===== src/rtl/mem_ctrl.sv =====
// Memory controller: arbitrates instruction fetch and data load/store onto a
// single-port RAM with registered outputs, and buffers one fetched instruction.
module mem_ctrl #(
    parameter logic [31:0] PC_RESET  = 32'h0000_0000,
    parameter int          ADDR_BITS = 16
) (
    input  logic        clk,
    input  logic        rst,
    input  logic        pc_load,
    input  logic [31:0] pc_in,
    output logic [31:0] instr,
    output logic        instr_valid,
    output logic [31:0] instr_pc,
    input  logic        instr_ready,
    input  logic        d_req,
    input  logic        d_we,
    input  logic [31:0] d_addr,
    input  logic [31:0] d_wdata,
    output logic        d_ack,
    output logic [31:0] d_rdata,
    output logic [31:0] ram_addr,
    output logic [1:0]  ram_rw,
    output logic [31:0] ram_din,
    output logic        ram_en,
    input  logic [31:0] ram_dout,
    input  logic [31:0] ram_fetch
);

    localparam logic [2:0] ST_IDLE   = 3'd0;
    localparam logic [2:0] ST_IFETCH = 3'd1;
    localparam logic [2:0] ST_IWAIT  = 3'd2;
    localparam logic [2:0] ST_DACC   = 3'd3;
    localparam logic [2:0] ST_DWAIT  = 3'd4;

    localparam logic [1:0] RW_FETCH = 2'b00;
    localparam logic [1:0] RW_READ  = 2'b01;
    localparam logic [1:0] RW_WRITE = 2'b10;

    localparam logic [31:0] ADDR_MASK = (ADDR_BITS >= 32'sd32) ? 32'hFFFF_FFFF
                                      : ((32'd1 << ADDR_BITS) - 32'd1);

    logic [2:0]  state_r;
    logic [2:0]  state_nxt_s;
    logic [31:0] pc_r;
    logic [31:0] instr_r;
    logic        instr_valid_r;
    logic        d_ack_r;
    logic [31:0] d_rdata_r;
    logic        lat_we_r;
    logic [31:0] lat_addr_r;
    logic [31:0] lat_wdata_r;
    logic        data_start_s;
    logic        data_done_s;
    logic        ram_en_s;
    logic [1:0]  ram_rw_s;
    logic [31:0] ram_addr_s;
    logic [31:0] ram_din_s;

    // A request is not accepted in the ack cycle, so a held d_req cannot re-trigger
    assign data_start_s = (state_r == ST_IDLE) && d_req && !d_ack_r;
    assign data_done_s  = ((state_r == ST_DACC) && lat_we_r) || (state_r == ST_DWAIT);

    // Next-state decode: data beats fetch in IDLE; pc_load aborts only a fetch
    always_comb begin
        state_nxt_s = state_r;
        case (state_r)
            ST_IDLE: begin
                if (data_start_s) begin
                    state_nxt_s = ST_DACC;
                end else if (!instr_valid_r) begin
                    state_nxt_s = ST_IFETCH;
                end else begin
                    state_nxt_s = ST_IDLE;
                end
            end
            ST_IFETCH: begin
                if (pc_load) begin
                    state_nxt_s = ST_IDLE;
                end else begin
                    state_nxt_s = ST_IWAIT;
                end
            end
            ST_IWAIT: state_nxt_s = ST_IDLE;
            ST_DACC: begin
                if (lat_we_r) begin
                    state_nxt_s = ST_IDLE;
                end else begin
                    state_nxt_s = ST_DWAIT;
                end
            end
            ST_DWAIT: state_nxt_s = ST_IDLE;
            default:  state_nxt_s = ST_IDLE;
        endcase
    end

    // FSM state register
    always_ff @(posedge clk) begin
        if (rst) begin
            state_r <= ST_IDLE;
        end else begin
            state_r <= state_nxt_s;
        end
    end

    // Capture the data request when it is accepted
    always_ff @(posedge clk) begin
        if (rst) begin
            lat_we_r    <= 1'b0;
            lat_addr_r  <= 32'h0;
            lat_wdata_r <= 32'h0;
        end else if (data_start_s) begin
            lat_we_r    <= d_we;
            lat_addr_r  <= d_addr;
            lat_wdata_r <= d_wdata;
        end
    end

    // Data completion pulse and read-data hold register
    always_ff @(posedge clk) begin
        if (rst) begin
            d_ack_r   <= 1'b0;
            d_rdata_r <= 32'h0;
        end else begin
            d_ack_r <= data_done_s;
            if (state_r == ST_DWAIT) begin
                d_rdata_r <= ram_dout;
            end
        end
    end

    // Instruction buffer and program counter; pc_load wins over a consume
    always_ff @(posedge clk) begin
        if (rst) begin
            pc_r          <= PC_RESET;
            instr_r       <= 32'h0;
            instr_valid_r <= 1'b0;
        end else if (pc_load) begin
            pc_r          <= pc_in;
            instr_valid_r <= 1'b0;
        end else if (state_r == ST_IWAIT) begin
            instr_r       <= ram_fetch;
            instr_valid_r <= 1'b1;
        end else if (instr_valid_r && instr_ready) begin
            pc_r          <= (pc_r + 32'd1) & ADDR_MASK;
            instr_valid_r <= 1'b0;
        end
    end

    // RAM command decode from the current state
    always_comb begin
        ram_en_s   = 1'b0;
        ram_rw_s   = RW_FETCH;
        ram_addr_s = 32'h0;
        ram_din_s  = 32'h0;
        case (state_r)
            ST_IFETCH, ST_IWAIT: begin
                ram_en_s   = 1'b1;
                ram_rw_s   = RW_FETCH;
                ram_addr_s = pc_r & ADDR_MASK;
            end
            ST_DACC, ST_DWAIT: begin
                ram_en_s   = 1'b1;
                ram_addr_s = lat_addr_r & ADDR_MASK;
                if (lat_we_r) begin
                    ram_rw_s  = RW_WRITE;
                    ram_din_s = lat_wdata_r;
                end else begin
                    ram_rw_s  = RW_READ;
                    ram_din_s = 32'h0;
                end
            end
            default: begin
                ram_en_s   = 1'b0;
                ram_rw_s   = RW_FETCH;
                ram_addr_s = 32'h0;
                ram_din_s  = 32'h0;
            end
        endcase
    end

    // Reset kills the enable immediately so an in-flight write never lands
    assign ram_en      = ram_en_s & ~rst;
    assign ram_rw      = ram_rw_s;
    assign ram_addr    = ram_addr_s;
    assign ram_din     = ram_din_s;
    assign instr       = instr_r;
    assign instr_valid = instr_valid_r;
    assign instr_pc    = pc_r;
    assign d_ack       = d_ack_r;
    assign d_rdata     = d_rdata_r;

endmodule

===== config.mk =====
export PLATFORM = sky130hd
export DESIGN_NAME = mem_ctrl
export DESIGN_NICKNAME = d
export VERILOG_FILES = /design/src/rtl/mem_ctrl.sv
export SDC_FILE = /design/constraint.sdc
export NUM_CORES = 1
export LEC_CHECK = 0
export ABC_AREA = 1
export CAP_MARGIN = 40
export CELL_PAD_IN_SITES_DETAIL_PLACEMENT = 1
export CELL_PAD_IN_SITES_GLOBAL_PLACEMENT = 2
export CORE_ASPECT_RATIO = 0.75
export CORE_MARGIN = 5
export CORE_UTILIZATION = 21
export DETAILED_ROUTE_END_ITERATION = 16
export GPL_ROUTABILITY_DRIVEN = 0
export PLACE_DENSITY_LB_ADDON = 0.15
export REMOVE_ABC_BUFFERS = 1
export SLEW_MARGIN = 20
export SYNTH_ARGS = -nofsm -noshare
export SYNTH_HDL_FRONTEND = slang
export SYNTH_SLANG_ARGS = --single-unit

===== constraint.sdc =====
create_clock -name clk -period 2.44 [get_ports clk]
set_input_delay 0.244 -clock clk [delete_from_list [all_inputs] [get_ports clk]]
set_output_delay 0.244 -clock clk [all_outputs]
set_load 0.05 [all_outputs]

==> run summary, run 1 <==
total gr overflow = 0
power per cell area = 668.2 nW/µm²
max cap viols = 0
Slew Viols, Final = 0
Worst Slack Setup Final = 0.2326 ns
Logic pwr share = 22.5%
Fin. Hold Viols = 0
crit share post-route = 90.47%
Die Area = 33,220 µm²
wire per inst = 16.84 µm
CTS buffer count = 17
CTS root buffer = clkbuf_16
Worst Path Max Fanout = 12
P_sw = 2160 µW
yosys warns = 0
CP endpoint kind = output port
WL final = 26,290 µm
Max clock buf depth = 2
Util after Layout = 34.84%
number of global-route vias before repair = 6,780
Pre-antenna DRT Iters = 5
Crit Path Class = register to output port
insertion delay to the later sink of the worst-skew pair = 0.44 ns
total power = 6795 µW
Yosys cell types = 32
largest net degree at the start of global routing = 79
CTS tree = yes
Mapped Area = 6225 µm²
# hold bufs at CTS = 0
flops & latches, synth = 150
reg2reg setup slack = 0.50 ns
DRC viols = 0
antenna violations before repair = 4
Fmax = 453.0 MHz
Leak = 0.003916 µW
port buffer count = 298
Post-layout nets = 1,322
TNS Setup = 0 ns
Finish-stage setup viols = 0
Layout Skew = 0.007218 ns
I/O pin cnt = 331
die height = 159.1 µm
Final ANT Viol Nets = 0
post-synthesis cell count = 877
P&R area growth vs syn = 63.38%
sequential area share after synthesis = 48.24%
H-tree depth = 4
Worst EP arrival = 1.96 ns
outcome = complete, no violations
clock power share = 37.3%
Starting DRT DRC Count = 249
CP startpoint kind = register
switching share of power = 31.78%
Post-DP HPWL = 18,850 µm
Slew @ Worst Pin = 0.7601 ns
Slew HR = 49.20%
RSZ-0062 raised after global routing = false
total track usage = 15.39%
Worst Hold Slack = 0.3732 ns
Sink Count = 150
global-route wire length before repair = 40,260 µm
Core ar. = 29,190 µm²
layout cell share with drive strength beyond 1 = 9.161%
synthesized area per cell = 7.098 µm²
vias post-DR = 6,559
Die W = 208.8 µm
site row count = 54
pre-CTS setup slack = 0.1933 ns
Tmin final = 2.207 ns
Pint = 4636 µW
Starting Density = 21.33%
Hold Crit Class = input port to register
Seq pwr share = 40.2%
WP data required = 2.20 ns
clock-pin slew on the worst setup and hold paths = 0.07 ns
DR vias/cell = 4.202
VDD IR max = 0.4535 mV
-- sequential cells by signal, summed over array words and instances (netlist names) --
register and count:
lat_wdata_r 32, lat_we_r 1, lat_addr_r 16, instr_valid 1, d_ack 1, d_rdata 32, instr_pc 32, state_r 3
instr 32
-- cells in the mapped netlist --
master | instances | area [µm²]
nand3_2 | 1 | 10.01
xnor2_1 | 1 | 8.760
inv_1 | 28 | 105.1
clkinv_1 | 1 | 3.750
clkbuf_1 | 31 | 116.4
conb_1 | 1 | 3.750
clkbuf_2 | 1 | 5.000
nor3_1 | 2 | 10.01
a22o_1 | 2 | 17.52
a21oi_1 | 31 | 155.2
dfxtp_1 | 150 | 3003
nor2_4 | 1 | 11.26
buf_6 | 4 | 45.04
a31oi_1 | 3 | 18.77
nand2_2 | 1 | 6.260
nand4_1 | 5 | 31.28
buf_4 | 23 | 172.7
a211oi_1 | 1 | 7.510
o21ai_1 | 4 | 20.02
nand3_4 | 1 | 17.52
o21ai_0 | 132 | 660.6
nand2_4 | 2 | 22.52
nor2_2 | 1 | 6.260
ha_1 | 1 | 12.51
xor2_1 | 5 | 43.79
nand2_1 | 128 | 480.5
nor2_1 | 281 | 1055
nand3_1 | 20 | 100.1
inv_2 | 3 | 11.26
a22oi_1 | 2 | 15.01
buf_2 | 9 | 45.04
buf_1 | 1 | 3.750
-- cell usage in the layout (no fill, tap or decap), types with 5 or more instances in the layout --
cell type | Yosys | layout
conb_1 | 1 | 16
nand3_1 | 20 | 20
o21ai_1 | 4 | 15
clkinvlp_4 | 0 | 7
buf_4 | 23 | 45
dfxtp_1 | 150 | 150
nand4_1 | 5 | 5
clkbuf_16 | 0 | 17
inv_1 | 28 | 26
xor2_1 | 5 | 5
nor2_1 | 281 | 281
a21oi_1 | 31 | 31
nand2_1 | 128 | 127
buf_12 | 0 | 21
clkdlybuf4s50_1 | 0 | 247
o21ai_0 | 132 | 121
-- routing by layer --
layer | GRT usage (%) | up-vias | part of all wire [%]
met3 | 7.839 | 27 | 9.5
met1 | 18.93 | 3051 | 44
li1 | - | 3315 | -
met2 | 24.08 | 160 | 45
met4 | 3.736 | 6 | 1.3
met5 | 0 | - | 0.11
-- area by class of cell --
cell class	count	area (µm²)
clock buffer	21	440.4
timing repair buffer	313	3231
multi-input combinational	641	2773
sequential	150	3003
clock inverter	11	102.6
antenna	1	2.502
inverter	32	127.6
fill	3540	19020
tap	392	490.5
-- worst paths after layout --
path / startpoint / end / cells after the start
worst max-delay path: state_r[0] / ram_addr[13] / 8
worst min-delay path: pc_in[31] / instr_pc[31] / 3
worst max register to register: state_r[2] / instr[18] / 7
worst min register to register: instr_pc[25] / instr_pc[25] / 2
-- power by group through the flow --
stage	sequential, µW	clock (µW)	combinational [µW]
6_report	2730	2530	1530
5_1_grt	2760	2750	1650
2_1_floorplan	3050	0	530
4_1_cts	2730	2670	1550
3_3_place_gp	2780	0	1540
3_5_place_dp	2790	0	1540
-- worst max-delay path, cell delays in order, from the launching register on --
cell	delay [ns]
dfxtp_1	0.34
inv_1	0.08
nor2_1	0.17
nand2_1	0.09
nand2_2	0.14
clkinvlp_4	0.09
buf_4	0.19
o21ai_1	0.24
buf_12	0.18
-- cell families (layout without fill, tap and decap cells) --
family,after synthesis,in the layout,share of synthesized area [%]
buf+inv,101,377,8.161
xor+xnor,6,6,0.8442
compound gates,175,175,14.37
simple gates,443,443,28.12
other cells,1,17,0.06024
flops,150,150,48.24
fa+ha+maj,1,1,0.2010
-- timing repair --
| item | 4_1_cts | 5_1_grt |
|---|---|---|
| setup buffers | 0 | 1 |
| gates resized for setup | 0 | 15 |
| setup endpoints to repair | 0 | 14 |
-- per-stage QoR --
step | std cells | cell area, µm²
floorplan | 823 | 5893
global placement | 1527 | 9608
detailed placement | 1527 | 9608
CTS | 1559 | 10150
global route | 1561 | 10170
finish | 1561 | 10170
No activity file was read; power rests on OpenSTA's default activity.
==> run 2, diff against run 1 <==
CELL_PAD_IN_SITES_DETAIL_PLACEMENT = 0   (was 1)
CELL_PAD_IN_SITES_GLOBAL_PLACEMENT = 1   (was 2)
CORE_UTILIZATION = 28   (was 21)
==> run summary, run 2 (synthesized netlist as in run 1, its figures left out) <==
Layout Skew = 0.01208 ns
reg2reg setup slack = 0.81 ns
post-route insts no fill = 1,465
Starting DRT DRC Count = 368
Crit Path Class = register to output port
VDD IR max = 0.3293 mV
Fin. Hold Viols = 0
WP data required = 2.20 ns
DRC viols = 0
DR vias/cell = 4.404
Hold Path Sink = instr_pc[22]
n_diodes = 0
I/O pin cnt = 331
Finish-stage setup viols = 0
Worst EP arrival = 1.95 ns
wire per inst = 15.55 µm
min-delay src = pc_in[22]
CP endpoint kind = output port
P&R area growth vs syn = 62.05%
Leak = 0.003950 µW
design area = 10,090 µm²
number of global-route vias before repair = 6,286
Util after Layout = 45.86%
total track usage = 17.42%
antenna violations before repair = 1
outcome = complete, no violations
CTS tree = yes
Post-Place Cell Area = 9540 µm²
Final ANT Viol Nets = 0
most frequent cells in the layout = 281 x nor2_1, 247 x clkdlybuf4s50_1, 150 x dfxtp_1
largest net degree at the start of global routing = 52
H-tree depth = 4
RSZ-0062 raised after global routing = false
global-route wire length before repair = 35,190 µm
total gr overflow = 0
commonest non-fill, non-tap cell in the layout = nor2_1
clock-pin slew on the worst setup and hold paths = 0.07 ns
site row count = 47
worst r2r dst = d_ack
Pre-antenna DRT Iters = 4
power per cell area = 665.4 nW/µm²
Sink Count = 150
R2R cell count = 7
Worst R2R Start = state_r[1]
max cap viols = 0
crit share post-route = 90.01%
# hold bufs at CTS = 0
Max clock buf depth = 2
insertion delay to the later sink of the worst-skew pair = 0.42 ns
CTS buffer count = 17
Slew HR = 57.31%
Starting Density = 28.30%
vias post-DR = 6,452
Fmax = 455.3 MHz
layout cell share with drive strength beyond 1 = 9.479%
WL final = 22,790 µm
Placed Cells = 1,433
Slew Viols, Final = 0
die height = 139.1 µm
port buffer count = 298
Worst Path Max Fanout = 35
Die W = 182.2 µm
Die Area = 25,340 µm²
Tmin final = 2.196 ns
Post-layout nets = 1,325
Hold Crit Class = input port to register
Core ar. = 21,990 µm²
CTS root buffer = clkbuf_16
CP startpoint kind = register
Slew @ Worst Pin = 0.6394 ns
Post-DP HPWL = 16,180 µm
Worst Hold Depth = 3
[run 2: changes by cell type in the layout (fill, tap and decap cells not counted), moves of 2 or more]
| cell | delta |
|---|---|
| o21ai_0 | +10 |
| o21ai_1 | -10 |
| clkbuf_1 | -3 |
| inv_6 | +3 |
| buf_12 | +2 |
| clkinvlp_4 | -2 |
| inv_8 | +2 |
[run 2: layout make-up]
| class | instances | area, µm² |
|---|---|---|
| fill | 2317 | 11910 |
| timing repair buffer | 316 | 3278 |
| sequential | 150 | 3003 |
| multi-input combinational | 641 | 2770 |
| clock buffer | 18 | 429.2 |
| tap | 294 | 367.9 |
| inverter | 32 | 121.4 |
| clock inverter | 14 | 117.6 |
[run 2: worst max-delay path, stage by stage (launching register included)]
cell	delay, ns
dfxtp_1	0.43
nor2_2	0.09
nand2_1	0.10
nand2_2	0.07
inv_2	0.46
a21oi_1	0.15
buf_4	0.23
[run 2: metal layers]
layer / vias up / track usage [%] / share of wire [%]
met3: 12 / 8.207 / 9.9
met4: 2 / 3.553 / 0.65
met5: - / 0 / 0.048
li1: 3323 / - / -
met2: 205 / 26.72 / 44
met1: 2910 / 22.56 / 45
[run 2: power by group]
| group | internal (µW) | switching (µW) | total (µW) |
|---|---|---|---|
| Combinational | 604 | 895 | 1500 |
| Sequential | 2630 | 110 | 2740 |
| Clock | 1330 | 1150 | 2480 |
[run 2: worst max path at each step]
stage	from	end	slack, ns	cells past startpoint
finish	state_r[1]	ram_en	0.24	6
global placement	state_r[2]	ram_addr[8]	0.59	6
global route	state_r[0]	ram_addr[11]	0.02	7
detailed placement	state_r[2]	ram_addr[8]	0.57	6
floorplan	state_r[1]	ram_en	-0.07	5
CTS	state_r[2]	ram_addr[8]	0.11	6
[run 2: metrics by stage]
stage	setup WS (ns)	setup TNS [ns]	power, µW	hold WS [ns]
2_1_floorplan	-0.06844	-0.06844	3576	0.3131
3_3_place_gp	0.5936	0	4301	0.4486
3_5_place_dp	0.5749	0	4306	0.4526
4_1_cts	0.1118	0	6826	0.3629
5_1_grt	0.02272	0	7065	0.3811
6_report	0.2437	0	6712	0.3854
[run 2: repair_timing]
item	4_1_cts	5_1_grt
endpoints found under the setup margin	0	1
resized for setup	0	1
setup buffers	0	0
